[src/rtl/mips_if_pkg.sv]
// Shared types and sizing helpers for the MIPS instruction-fetch stage.
package mips_if_pkg;

  typedef enum logic {
    IDLE   = 1'b0,
    REFILL = 1'b1
  } fetch_state_e;

  localparam logic [31:0] NOP              = 32'h0000_0000;
  localparam logic [31:0] RESET_PC_DEFAULT = 32'h0000_0000;

  function automatic int idx_width(input int lines);
    return $clog2(lines);
  endfunction

  // Word-aligned addresses: 2 offset bits, the rest split between index and tag.
  function automatic int tag_width(input int lines);
    return 30 - $clog2(lines);
  endfunction

endpackage

[src/rtl/icache_dm_array.sv]
// Direct-mapped, one-word-per-line instruction cache storage.
// Combinational read, single synchronous write port, and synchronous invalidate-all.
module icache_dm_array
  import mips_if_pkg::*;
#(
  parameter int LINES = 16,
  parameter int IDX   = idx_width(LINES),
  parameter int TAG_W = tag_width(LINES)
) (
  input  logic             i_clk,
  input  logic             i_rst,
  input  logic [IDX-1:0]   i_rd_idx,
  output logic             o_rd_valid,
  output logic [TAG_W-1:0] o_rd_tag,
  output logic [31:0]      o_rd_data,
  input  logic             i_wr_en,
  input  logic [IDX-1:0]   i_wr_idx,
  input  logic [TAG_W-1:0] i_wr_tag,
  input  logic [31:0]      i_wr_data
);

  logic [LINES-1:0] r_valid;
  logic [TAG_W-1:0] r_tag  [LINES];
  logic [31:0]      r_data [LINES];

  always_ff @(posedge i_clk) begin
    if (i_rst) begin
      r_valid <= '0;
    end else if (i_wr_en) begin
      r_valid[i_wr_idx] <= 1'b1;
    end
  end

  // Tag and data are deliberately left unreset; the valid bit qualifies them.
  always_ff @(posedge i_clk) begin
    if (i_wr_en) begin
      r_tag[i_wr_idx]  <= i_wr_tag;
      r_data[i_wr_idx] <= i_wr_data;
    end
  end

  assign o_rd_valid = r_valid[i_rd_idx];
  assign o_rd_tag   = r_tag[i_rd_idx];
  assign o_rd_data  = r_data[i_rd_idx];

endmodule

[src/rtl/if_fetch_unit.sv]
// Instruction-fetch stage: PC register, direct-mapped I-cache lookup and
// req/ack refill engine towards instruction memory.
module if_fetch_unit
  import mips_if_pkg::*;
#(
  parameter int          LINES    = 16,
  parameter logic [31:0] RESET_PC = RESET_PC_DEFAULT
) (
  input  logic        CLK,
  input  logic        RESET,
  input  logic        PCWrite,
  input  logic        PCSrc,
  input  logic [31:0] Branch_Target,
  output logic [31:0] IF_Instruction,
  output logic [31:0] IF_PC_4,
  output logic        IF_Valid,
  output logic        IF_Stall,
  output logic        MEM_REQ,
  output logic [31:0] MEM_ADDR,
  input  logic        MEM_ACK,
  input  logic [31:0] MEM_RDATA
);

  localparam int IDX   = idx_width(LINES);
  localparam int TAG_W = tag_width(LINES);

  fetch_state_e     r_state;
  fetch_state_e     w_state_nxt;
  logic [31:0]      r_pc;
  logic [31:0]      r_mem_addr;
  logic [31:0]      w_mem_addr_nxt;
  logic             r_mem_req;
  logic             w_mem_req_nxt;
  logic             w_wr_en;
  logic             w_line_valid;
  logic [TAG_W-1:0] w_line_tag;
  logic [31:0]      w_line_data;
  logic             w_hit;

  icache_dm_array #(
    .LINES (LINES),
    .IDX   (IDX),
    .TAG_W (TAG_W)
  ) u_array (
    .i_clk      (CLK),
    .i_rst      (RESET),
    .i_rd_idx   (r_pc[IDX+1:2]),
    .o_rd_valid (w_line_valid),
    .o_rd_tag   (w_line_tag),
    .o_rd_data  (w_line_data),
    .i_wr_en    (w_wr_en),
    .i_wr_idx   (r_mem_addr[IDX+1:2]),
    .i_wr_tag   (r_mem_addr[31:IDX+2]),
    .i_wr_data  (MEM_RDATA)
  );

  // Hits are only served from IDLE, so a refill always presents a stall.
  assign w_hit = (r_state == IDLE) && w_line_valid && (w_line_tag == r_pc[31:IDX+2]);

  assign IF_Valid       = w_hit;
  assign IF_Stall       = !w_hit;
  assign IF_Instruction = w_hit ? w_line_data : NOP;
  assign IF_PC_4        = r_pc + 32'd4;
  assign MEM_REQ        = r_mem_req;
  assign MEM_ADDR       = r_mem_addr;

  always_comb begin
    w_state_nxt    = r_state;
    w_mem_req_nxt  = r_mem_req;
    w_mem_addr_nxt = r_mem_addr;
    w_wr_en        = 1'b0;
    unique case (r_state)
      IDLE: begin
        if (!w_hit && !PCSrc) begin
          w_state_nxt    = REFILL;
          w_mem_req_nxt  = 1'b1;
          w_mem_addr_nxt = r_pc;
        end
      end
      REFILL: begin
        // A redirect never cancels the refill; it lands at the latched address.
        if (MEM_ACK) begin
          w_wr_en       = !RESET;
          w_state_nxt   = IDLE;
          w_mem_req_nxt = 1'b0;
        end
      end
    endcase
  end

  always_ff @(posedge CLK) begin
    if (RESET) begin
      r_state    <= IDLE;
      r_mem_req  <= 1'b0;
      r_mem_addr <= 32'h0;
    end else begin
      r_state    <= w_state_nxt;
      r_mem_req  <= w_mem_req_nxt;
      r_mem_addr <= w_mem_addr_nxt;
    end
  end

  always_ff @(posedge CLK) begin
    if (RESET) begin
      r_pc <= RESET_PC;
    end else if (PCSrc) begin
      r_pc <= Branch_Target;
    end else if (w_hit && PCWrite) begin
      r_pc <= r_pc + 32'd4;
    end
  end

endmodule

[config.mk]
export PLATFORM = sky130hd
export DESIGN_NAME = if_fetch_unit
export DESIGN_NICKNAME = d
export VERILOG_FILES = /design/src/rtl/mips_if_pkg.sv /design/src/rtl/icache_dm_array.sv /design/src/rtl/if_fetch_unit.sv
export SDC_FILE = /design/constraint.sdc
export NUM_CORES = 1
export LEC_CHECK = 0
export ABC_CLOCK_PERIOD_IN_PS = 13190
export CORE_MARGIN = 2
export CORE_UTILIZATION = 60
export DETAILED_ROUTE_END_ITERATION = 7
export PLACE_DENSITY = 0.79
export SYNTH_ARGS = -nofsm -noshare
export SYNTH_HDL_FRONTEND = slang
export SYNTH_SLANG_ARGS = --single-unit
[constraint.sdc]
create_clock -name CLK -period 13.19 [get_ports CLK]
set_clock_uncertainty 0.2 [all_clocks]
set_input_delay 2.638 -clock CLK [delete_from_list [all_inputs] [get_ports CLK]]
set_output_delay 2.638 -clock CLK [all_outputs]
set_load 0.01 [all_outputs]
=== Word level (Yosys, flattened, before mapping) ===
Memories as Yosys holds them, arrays and structs flattened. A register that Yosys moved wholly into a read port is not among the register bits.
Index checks and enable logic that the tools add are counted.

* Add/sub/neg operators: 1
* Mux-type cells: 21
* Eq/ne operators: 3
* Bitwise operators: 2
* Reductions and logical operators: 11
* Magnitude comparators: 3

{| class="wikitable"
|+ Operator list
! kind !! number
|-
| 32-bit 2-to-1 mux || 3
|-
| 32-bit by 3-bit adder with 32-bit output (second input constant) || 1
|-
| 26-bit == test || 1
|-
| 4-bit 2-to-1 mux || 4
|-
| 16-bit OR || 1
|-
| 4-bit by 5-bit < comparator with 1-bit output (second input constant) || 2
|-
| 1-bit 2-to-1 mux || 10
|-
| 1-bit logical AND || 5
|-
| 1-bit binary-select mux with 4-bit select || 1
|-
| 1-bit demux with 4-bit select || 1
|-
| 4-bit by 1-bit >= comparator with 1-bit output (second input constant) || 1
|-
| 1-bit one-hot mux with 2 select lines || 2
|-
| 2-bit AND reduction || 2
|-
| 1-bit zero test || 3
|-
| 2-bit by 1-bit != test with 1-bit output (second input constant) || 1
|-
| 2-bit != test (second input constant) || 1
|-
| 2-bit nonzero test || 1
|-
| 1-bit inverter || 1
|}

* Logic and storage cells: 48
* Input bits: 69
* Memories: 2
* Bits in registers: 82
* RAM bits: 928

{| class="wikitable"
|+ Memories
! name !! words !! bits a word !! rd ports !! clocked after memory_dff !! wr ports !! RTL line !! text
|-
| u_array.r_data || 16 || 32 || 1 || 1 || 1 || icache_dm_array.sv:24 || <nowiki>logic [31:0] r_data [LINES];</nowiki>
|-
| u_array.r_tag || 16 || 26 || 1 || 1 || 1 || icache_dm_array.sv:23 || <nowiki>logic [TAG_W-1:0] r_tag [LINES];</nowiki>
|}

=== Depth between registers and ports, before layout ===
* Depth in word-level cells: 9
* Depth in mapped cells: 16
* Depth with buffers taken out: 10

=== By module ===
Synthesis repeated with hierarchy kept, for this count alone.

* Cells, all modules: 2001
* Area total of the unflattened synthesis: 39391.5 um^2

{| class="wikitable"
|+ Modules (own cells, without submodules)
! module !! instances !! cells each !! area each (um^2) !! sequential area each (um^2)
|-
| icache_dm_array || 1 || 1506 || 35323.9 || 28187.0
|-
| if_fetch_unit || 1 || 495 || 4067.7 || 1321.3
|}

=== Worst setup path after synthesis ===
Ideal clock, no wire load.

* Path kind: input to register
* Start point: input port RESET
* End point: memory u_array.r_data[0][0] (enable)
* Arrival: 7.342 ns
* Path slack: 5.100 ns
* Stages on the path: 5
* Data required time: 12.442 ns
* Setup time: 0.548 ns
* Buffers on the path: 1
* Cell sequence: clkbuf_1 > inv_1 > nand3_1 > or3_1 > nor3_1

* Longest elaborated chain between the ends: 5

{| class="wikitable"
|+ RTL lines
! item !! RTL line !! text
|-
| start: declaration || if_fetch_unit.sv:10 || <nowiki>input logic RESET,</nowiki>
|-
| 1-bit zero test || if_fetch_unit.sv:83 || <nowiki>w_wr_en = !RESET;</nowiki>
|-
| 1-bit 2-to-1 mux || if_fetch_unit.sv:82 || <nowiki>if (MEM_ACK) begin</nowiki>
|-
| 1-bit 2-to-1 mux || if_fetch_unit.sv:72 || <nowiki>unique case (r_state)</nowiki>
|-
| 1-bit 2-to-1 mux || icache_dm_array.sv:36 || <nowiki>if (i_wr_en) begin</nowiki>
|-
| 1-bit 2-to-1 mux (not written as such) || icache_dm_array.sv:38 || <nowiki>r_data[i_wr_idx] <= i_wr_data;</nowiki>
|-
| end: declaration || icache_dm_array.sv:24 ||
|}

No other way between the ends.

==> impl_metrics.yaml <==
finish:
  final_cell_mix: "edfxtp_1, mux4_2, clkdlybuf4s50_1"
  layout_commonest_cell: "edfxtp_1"
  final_cells: 3289
  areaGrowthSynthToFinish_pct: 14.3
  nNetsFinal: 2403
  drive_gt1_frac: 0.189
  nFillCells: 3996
die:
  chipWidth_um: 265
  start_util: 0.607
  ioPinCount: 168
  coreArea_sq_um: 67200
  dieHeight_um: 265
  die_area_sq_um: 70000
  rows: 95
cts:
  cts_htree_levels: 3
  cts_resized: 0
  cts.clk_slew.worst_paths_ps: 60
  cts_buffers: 97
  insertion_delay_ps: 660
  clock-root-buffer: "clkbuf_16"
  clock_path_buffers: 3
  cts_hold_buf: 0
  postCtsSetupRepairBufs: 0
  cts.sinks: 1014
  cts_tree: "done"
setup_path:
  cpMostUsedCell: "buf_4"
  cp-end-kind: "output port"
  worst_setup_path_start_kind: "register"
  critPathKind: "reg -> out"
  crit_chain: "buf_4, buf_4, mux4_2, mux2i_1, xnor2_1, nor4b_1, a31oi_1, nor4_1, nand4_1, buf_4, nor2b_1, clkdlybuf4s50_1"
  ff2ff_setup_slack_ps: 7190
  path_max_fanout: 65
  cp.arrival_ps: 6210
  cpLargestDelayFamily: "buffers and inverters"
  reg2reg_depth: 11
  cpMaxStageDelayCell: "buf_4"
  worst-path-buf-inv: 4
  cp.required_ps: 10350
  worst_path_largest_cell_delay_ps: 930
status:
  status: "finished clean"
synthesis:
  synth_xor_area_frac: 0.0127
  synth_cell_types: 78
  synth_compound_area_frac: 0.0278
  synth_top_family_by_area: "multiplexers"
  synthTopCellsByArea: "edfxtp_1, mux4_2, dfxtp_1"
  synth_mux_area_frac: 0.162
  yosysTopAreaCellShare: 0.684
  synth_warnings: 0
  netlist_instances: 2167
  synth_top_cell_by_area: "edfxtp_1"
  ys_async_sr_fraction: 0
  ys_seq_area_frac: 0.726
  synth_simple_gate_area_frac: 0.0522
  syn_area_sq_um: 40700
  post_synth_fa_ha_maj_area_fraction: 0.000307
  synth_fp_nets: 2237
  synth-edff-count: 928
  ys_ff_latch: 1014
  syn_area_per_cell_sq_um: 18.8
  synth-main-ff-cell: "edfxtp_1"
placement:
  dpl.cell_count: 3107
  portBuffers: 167
  place_hpwl_mm: 52.8
  place_congestion: 0.880
global_routing:
  grt_start_max_net_pins: 111
  grt.total_usage: 0.290
  grt_pass1_wl_mm: 148
  grt_pass1_vias: 22174
  gr-total-overflow: 0
  antenna_found_initial: 3
timing:
  relSlewSlack: 0.182
  hold_slack_ps: 268
  drv_slew: 0
  fmax_ghz: 0.111
  rsz0062_at_grt: "false"
  post-route-period-util: 0.686
  fin_tns_setup_ps: 0
  tightestPinTransition_ps: 1230
  min_period_ps: 9050
  hold_viol: 0
  setup_viol: 0
min_path:
  min_to: "u_array.r_valid[13]"
  min_path_cells: 2
  hold_path.startpoint: "u_array.r_valid[13]"
  hp-class: "reg -> reg"
drt:
  routed_wl_mm: 100
  ant_nets: 0
  routed-via-count: 22117
  wl_per_cell_um: 30.5
  first_pass_iters: 6
  drcViolationCount: 0
  drtIter0Drc: 2677
  via_per_inst: 6.72
power_and_ir_drop:
  p_total_w: 0.00686
  leakage_nw: 14.8
  irDropWorstVdd_mv: 0.123
  power_density_nw_per_um2: 147
run:
  max_cap_violations: 0
==> how the worst max path moves through the flow <==
stage	startpoint	end	slack [ps]	depth (start not counted)
floorplan	RESET	u_array.r_data[0][0]	5100	5
global placement	register	IF_Instruction[11]	5010	12
detailed placement	register	IF_Instruction[18]	4890	12
CTS	register	IF_Instruction[18]	4120	12
global route	register	IF_Instruction[18]	3780	12
finish	register	IF_Instruction[18]	4140	12
==> registers in the layout, summed over array words and instances (netlist names), named ones only <==
signal           count
r_state              1
r_pc                32
u_array.r_data     512
u_array.r_tag      416
u_array.r_valid     16
MEM_REQ              1
MEM_ADDR            32
==> logic make-up (layout without fill, tap and decap cells) <==
| logic type | after synthesis | after routing |
|---|---|---|
| fa+ha+maj | 1 | 1 |
| buf+inv | 158 | 406 |
| mux | 376 | 376 |
| simple gates | 415 | 415 |
| flops | 1014 | 1014 |
| compound gates | 144 | 144 |
| other cells | 0 | 1 |
| xor+xnor | 59 | 59 |
==> cell type report <==
class	instances	area, sq um	share of cell area
antenna	1	2.50	0.0000537
inverter	12	46.3	0.000994
sequential	1014	29600	0.636
multi-input combinational	995	10500	0.225
tap	873	1090	0.0235
clock inverter	63	769	0.0165
timing repair buffer	213	2020	0.0435
clock buffer	118	2540	0.0545
==> through the flow <==
stage                     worst slack (ps)  cell area [sq um]  utilization
final                                 4140              46600        0.693
after global routing                  3780              46600        0.693
after CTS                             4120              46600        0.693
after detailed placement              4890              43300        0.644
after global placement                5010              43300        0.644
after floorplan                       5100              40700            -
==> cell usage after synthesis, types with 6 or more instances <==
cell,instances
buf_6,9
nor3_1,14
and3_1,15
buf_4,11
clkbuf_1,81
a221oi_1,6
a22o_1,12
xor2_1,28
nand2b_1,12
or3_1,26
nor2b_1,48
dfxtp_1,86
nor4_1,15
buf_1,14
nor4b_1,6
mux4_2,221
xnor2_1,31
edfxtp_1,928
nand3_1,25
nor2_1,88
o21ai_0,28
buf_2,27
mux2i_1,145
a311oi_1,24
inv_1,10
nand4_1,17
nand2_1,113
a22oi_1,20
a21oi_1,8
==> power breakdown <==
part | internal [W] | total, W | switching (W)
clock network | 0.00167 | 0.00286 | 0.00119
logic | 0.000200 | 0.000419 | 0.000220
registers | 0.00352 | 0.00358 | 0.0000584
==> layer usage <==
metal,up-vias,track usage,share of wire
met5,-,0,0.00027
met4,4,0.0895,0.029
met3,200,0.0533,0.088
met2,1330,0.475,0.50
met1,11499,0.405,0.38
li1,9084,-,-
==> worst reg2reg max path, stage by stage, from the launching register on <==
cell and delay [ps]:
dfxtp_4 540, buf_4 840, buf_4 990, nor2_1 510, a22oi_1 330, a21oi_1 120
or4_1 520, a211o_1 260, a2111oi_2 470, and3_1 450, a311oi_1 190, a2111oi_1 420
No activity file was read; power rests on OpenSTA's default activity.
